[config.mk]
export PLATFORM = sky130hd
export DESIGN_NAME = trace_drain
export DESIGN_NICKNAME = d
export VERILOG_FILES = /design/src/rtl/trace_drain.sv
export SDC_FILE = /design/constraint.sdc
export NUM_CORES = 2
export LEC_CHECK = 0
export CAP_MARGIN = 0
export CELL_PAD_IN_SITES_DETAIL_PLACEMENT = 1
export CELL_PAD_IN_SITES_GLOBAL_PLACEMENT = 1
export CORE_ASPECT_RATIO = 1.5
export CORE_MARGIN = 2
export CORE_UTILIZATION = 52
export CTS_CLUSTER_SIZE = 12
export DETAILED_ROUTE_END_ITERATION = 8
export PLACE_DENSITY = 0.83
export SETUP_SLACK_MARGIN = 0.05
export SLEW_MARGIN = 25
export SYNTH_ARGS = -nofsm -noshare
export SYNTH_HDL_FRONTEND = slang
export SYNTH_SLANG_ARGS = --single-unit
[constraint.sdc]
create_clock -name clk -period 18.8 [get_ports clk]
set_input_delay 2.82 -clock clk [delete_from_list [all_inputs] [get_ports clk]]
set_output_delay 2.82 -clock clk [all_outputs]
set_load 0.005 [all_outputs]
[src/rtl/trace_drain.sv]
// Buffers completed trace records, tags each with {seq, drop_cnt} and streams them out as header + payload beats.
// Optional TRACE_DRAIN_TIMESTAMP_EN adds a stored counter_i beat between header and payload.
module trace_drain #(
    parameter int RECORD_WIDTH = 128,
    parameter int OUT_WIDTH    = 32,
    parameter int FIFO_DEPTH   = 16
) (
    input  logic                          clk,
    input  logic                          rst,
    input  logic                          trace_valid_i,
    input  logic [RECORD_WIDTH-1:0]       trace_data_i,
    input  logic                          capture_enable_i,
    input  logic                          lock_i,
    input  logic [31:0]                   counter_i,
    input  logic                          out_ready_i,
    output logic                          out_valid_o,
    output logic [OUT_WIDTH-1:0]          out_data_o,
    output logic                          out_last_o,
    output logic [$clog2(FIFO_DEPTH):0]   fifo_level_o,
    output logic                          overflow_o,
    output logic                          idle_o
);
    localparam int N  = RECORD_WIDTH / OUT_WIDTH;
    localparam int AW = $clog2(FIFO_DEPTH);
    localparam int LW = AW + 1;
    localparam int BW = (N > 1) ? $clog2(N) : 1;

    typedef enum logic [1:0] {
        S_IDLE = 2'd0,
        S_HDR  = 2'd1,
`ifdef TRACE_DRAIN_TIMESTAMP_EN
        S_TS   = 2'd2,
`endif
        S_PAY  = 2'd3
    } state_t;

    state_t              state_q, state_d;
    logic [BW-1:0]       beat_q, beat_d;
    logic [AW-1:0]       wr_ptr_q, wr_ptr_d, rd_ptr_q, rd_ptr_d;
    logic [LW-1:0]       level_q, level_d;
    logic [7:0]          seq_q, seq_d;
    logic [15:0]         drop_cnt_q, drop_cnt_d;
    logic                overflow_q, overflow_d;

    logic [23:0]             meta_mem [FIFO_DEPTH];
    logic [RECORD_WIDTH-1:0] pay_mem  [FIFO_DEPTH];
`ifdef TRACE_DRAIN_TIMESTAMP_EN
    logic [31:0]             ts_mem   [FIFO_DEPTH];
`else
    logic                    unused_counter;
    assign unused_counter = ^counter_i;
`endif

    logic full, empty, beat_last, offer, push, pop, drop;
    logic [RECORD_WIDTH-1:0] head_pay;

    always_comb begin
        full      = (level_q == LW'(FIFO_DEPTH));
        empty     = (level_q == '0);
        beat_last = (beat_q == BW'(N - 1));
        // Only the final payload handshake frees the slot; earlier beats keep the head stable.
        pop       = (state_q == S_PAY) && beat_last && out_ready_i;
        offer     = trace_valid_i && capture_enable_i && !lock_i;
        push      = offer && (!full || pop);
        drop      = offer && full && !pop;

        wr_ptr_d  = push ? wr_ptr_q + AW'(1) : wr_ptr_q;
        rd_ptr_d  = pop  ? rd_ptr_q + AW'(1) : rd_ptr_q;
        level_d   = level_q;
        if (push && !pop) level_d = level_q + LW'(1);
        if (pop && !push) level_d = level_q - LW'(1);

        seq_d      = push ? seq_q + 8'd1 : seq_q;
        drop_cnt_d = drop_cnt_q;
        if (push)
            drop_cnt_d = 16'd0;
        else if (drop && drop_cnt_q != 16'hFFFF)
            drop_cnt_d = drop_cnt_q + 16'd1;
        overflow_d = overflow_q || drop;
    end

    always_comb begin
        state_d = state_q;
        beat_d  = beat_q;
        case (state_q)
            S_IDLE: if (!empty) begin
                state_d = S_HDR;
                beat_d  = '0;
            end
            S_HDR: if (out_ready_i) begin
`ifdef TRACE_DRAIN_TIMESTAMP_EN
                state_d = S_TS;
`else
                state_d = S_PAY;
`endif
                beat_d  = '0;
            end
`ifdef TRACE_DRAIN_TIMESTAMP_EN
            S_TS: if (out_ready_i) state_d = S_PAY;
`endif
            S_PAY: if (out_ready_i) begin
                if (beat_last) begin
                    state_d = (level_d != '0) ? S_HDR : S_IDLE;
                    beat_d  = '0;
                end else begin
                    beat_d  = beat_q + BW'(1);
                end
            end
            default: state_d = S_IDLE;
        endcase
    end

    always_comb begin
        head_pay    = pay_mem[rd_ptr_q];
        out_data_o  = '0;
        out_valid_o = (state_q != S_IDLE);
        out_last_o  = (state_q == S_PAY) && beat_last;
        case (state_q)
            S_HDR: out_data_o[31:0] = {8'hA5, meta_mem[rd_ptr_q]};
`ifdef TRACE_DRAIN_TIMESTAMP_EN
            S_TS:  out_data_o[31:0] = ts_mem[rd_ptr_q];
`endif
            S_PAY: begin
                // Most-significant slice goes out first.
                for (int i = 0; i < N; i++) begin
                    if (beat_q == BW'(i))
                        out_data_o = head_pay[RECORD_WIDTH-1-i*OUT_WIDTH -: OUT_WIDTH];
                end
            end
            default: out_data_o = '0;
        endcase
    end

    assign fifo_level_o = level_q;
    assign overflow_o   = overflow_q;
    assign idle_o       = empty && (state_q == S_IDLE);

    always_ff @(posedge clk) begin
        if (push) begin
            meta_mem[wr_ptr_q] <= {seq_q, drop_cnt_q};
            pay_mem[wr_ptr_q]  <= trace_data_i;
`ifdef TRACE_DRAIN_TIMESTAMP_EN
            ts_mem[wr_ptr_q]   <= counter_i;
`endif
        end
    end

    always_ff @(posedge clk) begin
        if (rst) begin
            state_q    <= S_IDLE;
            beat_q     <= '0;
            wr_ptr_q   <= '0;
            rd_ptr_q   <= '0;
            level_q    <= '0;
            seq_q      <= 8'd0;
            drop_cnt_q <= 16'd0;
            overflow_q <= 1'b0;
        end else begin
            state_q    <= state_d;
            beat_q     <= beat_d;
            wr_ptr_q   <= wr_ptr_d;
            rd_ptr_q   <= rd_ptr_d;
            level_q    <= level_d;
            seq_q      <= seq_d;
            drop_cnt_q <= drop_cnt_d;
            overflow_q <= overflow_d;
        end
    end
endmodule
---- After elaboration in Yosys (flattened, before gate mapping) ----
Memory sizes are Yosys's and may differ from the RTL's. A register that Yosys moved wholly into a read port is not among the register bits.
Index checks and enable logic that the tools add are counted.
storage, ports and cells
  flip-flop bits (word level) ............. 42
  latch bits .............................. 0
  memory bits (writable) .................. 2432
  memory bits (read-only) ................. 0
  bits of input ports ..................... 166
  word-level logic and storage cells ...... 78
  memories ................................ 2
operators by class
  add/sub/neg operators ................... 7
  multiply operators ...................... 0
  div/mod/pow operators ................... 0
  $lt $le $gt $ge ......................... 0
  eq/ne operators ......................... 11
  shift operators ......................... 0
  muxes and demuxes ....................... 24
  bitwise operators ....................... 0
  reductions and logical operators ........ 26
memory list
  memory    words  width  read ports  clocked after memory_dff  wr ports  line  RTL
  pay_mem   16     128    1           1                         1         46    logic [RECORD_WIDTH-1:0] pay_mem [FIFO_DEPTH];
  meta_mem  16     24     1           1                         1         45    logic [23:0] meta_mem [FIFO_DEPTH];
operators with widths
  operator                                           number
  2-to-1 mux 32 bit                                  4
  case mux 32 bit (2 select lines)                   1
  adder 16 x 1 -> 16 bit (second input constant)     1
  2-to-1 mux 2 bit                                   8
  2-to-1 mux 4 bit                                   4
  != test 16 bit (second input constant)             1
  case mux 2 bit (3 select lines)                    2
  logical AND 1 bit                                  11
  2-to-1 mux 5 bit                                   2
  adder 4 x 1 -> 4 bit (second input constant)       2
  adder 8 x 1 -> 8 bit (second input constant)       1
  != test 2 bit (second input constant)              4
  AND reduction 4 bit                                2
  == test 2 bit (second input constant)              3
  adder 5 x 1 -> 5 bit (second input constant)       1
  == test 5 bit (second input constant)              1
  logical NOT 5 bit                                  1
  nonzero test 5 bit                                 1
  subtractor 5 x 1 -> 5 bit (second input constant)  1
  == test 2 x 1 -> 1 bit (second input constant)     2
  logical NOT 1 bit                                  4
  logical NOT 2 bit                                  2
  2-to-1 mux 1 bit                                   3
  nonzero test 3 bit                                 1
  4 further kinds                                    5

---- Longest topological paths before layout ----
  word-level depth ........................ 13
  depth in mapped cells ................... 11
  mapped depth without buffers ............ 8

---- Least setup slack after synthesis ----
OpenSTA, ideal clock, no wires.
  path type ............................... input to register
  start point ............................. input port out_ready_i
  end point ............................... memory meta_mem[1][0] (enable)
  arrival ................................. 13.910 ns
  required time ........................... 17.950 ns
  slack ................................... 4.040 ns
  stages .................................. 5
  path through ............................ nand4_1 a21oi_1 buf_2 nand2_1 nor3_1
on the way
  word-level cells in the longest chain between the ends .. 5
RTL lines
  what                                    line  RTL
  start, declared                         15    input logic out_ready_i,
  logical AND 1 bit                       62    pop = (state_q == S_PAY) && beat_last && out_ready_i;
  logical OR 1 bit                        64    push = offer && (!full || pop);
  logical AND 1 bit                       64
  2-to-1 mux 1 bit                        139   if (push) begin
  2-to-1 mux 1 bit (implied by the code)  140   meta_mem[wr_ptr_q] <= {seq_q, drop_cnt_q};
  end, declared                           45
No other way between the ends.

==> impl_results.md <==
- Status: finished, final reports clean
- Distinct cells, synth: 63
- Crit-path slowest cell: buf_4
- DR WL/cell: 37.1 um
- Vias: approximately 52,000
- PD cells: 98.4 nW/um^2
- Global route overflow: 0
- Post-synth top area cell: edfxtp_1
- GR Util met2: 0.495
- DP HPWL: around 150,000 um
- Most common cell after layout, fill and taps aside: edfxtp_1
- Drt pass-1 iters: 5
- Tot Pwr: roughly 11 mW
- Max clock buf depth: 4
- Inserted Clock Buffers: approximately 240
- Fillers: 15,571
- Register area share after synthesis: 0.771
- Leak: ~31 nW
- Setup Skew: ~0.054 ns
- Area delta synth->final: 11.3%
- Most frequent cells in the layout: edfxtp_1 (2,432), mux2i_1 (675), mux4_2 (274)
- Syn nets: 5,059
- Maximum vdd ir drop: ~0.000080 V
- Share of layout cells above drive strength 1: 0.138
- Hold crit path type: flop to flop
- Sink Count: ~2,500
- Cell family with most CP delay: buffers and inverters
- Core ar.: 184,000 sq um
- Maximum fanout along the worst path: 108
- Achievable clock frequency: 105 MHz
- Post-CTS Setup Inserts: 0
- Asr flop ratio synth: 0
- Post-synth top flop: edfxtp_1
- Slew @ Worst Pin: 1.31 ns
- Max-slew violations: 0
- Max incr delay on CP: roughly 0.8 ns
- Global-route track usage on met1: 0.371
- Io pins: 207
- Final WL: 284,000 um
- Fin Setup TNS: 0 ns
- Most used routing layer: met2
- Met3 Resource Use GR: 0.0547
- Detailed Route Iter0 Violations: 7,504
- Initial antenna violation count: 33
- Resized cells post-CTS: 0
- Final worst-path cycle share: 0.505
- Post-synth EDFFs: between 2,000 and 2,500
- PortBufs: 174
- Worst R2R Path Depth: 8
- Req. time, crit path: ~16 ns
- Critical path arrival: 6.67 ns
- Mapped cell area: 95,900 sq um
- Drt via density: just under 7
- H-tree lvl count: 4
- Count of mapped cells out of synthesis: about 4,900
- Yosys top cell area share: 0.761
- Slew headroom: 0.129
- Area contributors post-synth: edfxtp_1 (76%), mux2i_1 (7.0%), mux4_2 (6.4%)
- Hold_buf cts: 0
- Bufs and invs on worst path: 4
- Cell Chain, Critical Path: buf_16 -> buf_4 -> buf_12 -> and2b_1 -> a22oi_1 -> and3_1 -> a31oi_1 -> a31oi_1 -> o31a_1 -> clkdlybuf4s50_1
- Instance count on the critical path: 10
- Critical path endpoint category: output port
- Max cap viols: 0
- Width of the die: 355 um
- DRT antenna net count: 0
- Syn_area_per_cell: 19.7 sq um
- Clk_lat worst skew: 0.89 ns
- Most frequent CP cell: a31oi_1
- Final Hold Viols: 0
- Syn. warnings: 0
- Final #Nets: 5,310
- Worst setup path class: flop to output port
- Die ar.: 188,000 sq um
- CTS tree: built
- Vias in the first global route: 55,118
- First-pass GRT wire length: 400,000 um
- Die height: roughly 530 um
- Hold Path Cell Cnt: 2
- Clock Root Buffer: clkbuf_16
- GRT Resource Usage Total: 0.296
- Fin crit period: approximately 9.5 ns
- Core Rows: 193
- Reg clk slew, reported paths: 0.06 ns
- Gpl congestion: ~0.78
- RSZ-0062 raised after global routing: false
- Initial Utilization: 0.522
- CP startpoint kind: flop
- Pin count of the biggest net entering global routing: 141
- Setup violators final: 0
- Drt drc: 0
- Register bit total from synthesis: 2,478
[power by group]
group          leakage, nW  switching (mW)  internal [mW]
logic                 6.31           0.115         0.0518
registers             22.0         0.00625           6.06
clock network         3.07            1.99           2.29
[cells in the mapped netlist (13+ instances only)]
cell type	n
a211oi_1	54
buf_6	29
mux4_2	274
o31a_1	17
nand3_1	135
buf_4	71
mux2_2	36
and3_1	14
xor2_1	23
buf_2	80
nor3_1	34
a21oi_1	64
nor2b_1	39
nand2_1	144
o21ai_0	31
a31oi_1	47
mux2i_1	675
nor2_1	77
a221oi_1	23
o211ai_1	17
a22o_1	13
dfxtp_1	46
nand4_1	26
o22ai_1	27
ha_1	14
edfxtp_1	2432
clkbuf_1	86
a22oi_1	246
[flip-flops by register name (all words and copies together) (netlist names), named ones only]
signal / cells
pay_mem: 2048
meta_mem: 384
drop_cnt_q: 16
seq_q: 8
fifo_level_o: 5
rd_ptr_q: 4
wr_ptr_q: 4
beat_q: 2
state_q: 2
overflow_o: 1
[cells by family after synthesis]
group / Yosys count / share of synthesized area
XOR/XNOR: 31 / 0.00283
buffers and inverters: 288 / 0.0175
AND/OR/NAND/NOR: 513 / 0.0259
multiplexers: 985 / 0.139
AO/OA/AOI/OAI: 570 / 0.0422
flip-flops: 2478 / 0.771
adder cells (fa/ha/maj): 14 / 0.00183
[final cells by class]
class                           instances  area (sq um)  area share
Timing Repair Buffer                  289          2870      0.0268
Inverter                               12          45.0    0.000422
Antenna cell                           20          50.0    0.000469
Clock buffer                          300          6200      0.0580
Sequential cell                      2478         74000       0.692
Tap cell                             2437          3050      0.0285
Clock inverter                         15           133     0.00124
Multi-Input combinational cell       2113         20500       0.192
[per-stage QoR]
step	worst slack, ns	area (sq um)	instances	util	hold WS, ns
after floorplan	4.04	95900	4879	-	0.442
after global placement	10.52	100000	7323	0.546	0.448
after detailed placement	10.31	100000	7327	0.546	0.441
after CTS	9.26	107000	7642	0.581	0.448
after global routing	9.37	107000	7655	0.581	0.473
final	9.31	107000	7664	0.581	0.441
[tightest hold or removal path, stage by stage, from the launching register on]
cell	delay, ns
dfxtp_1	0.30
inv_1	0.04
a21oi_1	0.04
[path summary, 6_finish.rpt]
| check | slack, ns | to | from |
|---|---|---|---|
| worst min-delay path | 0.44 | overflow_o$_SDFF_PP0_ | overflow_o$_SDFF_PP0_ |
| worst min register to register | 0.44 | overflow_o$_SDFF_PP0_ | overflow_o$_SDFF_PP0_ |
| worst max-delay path | 9.31 | out_data_o[24] | flop |
| worst max register to register | 13.25 | pay_mem[15][95]$_DFFE_PP_ | beat_q[0]$_SDFFE_PP0P_ |
[metal layers]
metal / share of wire / wire, um
met5: 0.00041 / 116
met4: 0.051 / 14600
met3: 0.098 / 27700
met2: 0.50 / 141000
met1: 0.36 / 101000
(Power assumes the default switching activity.)
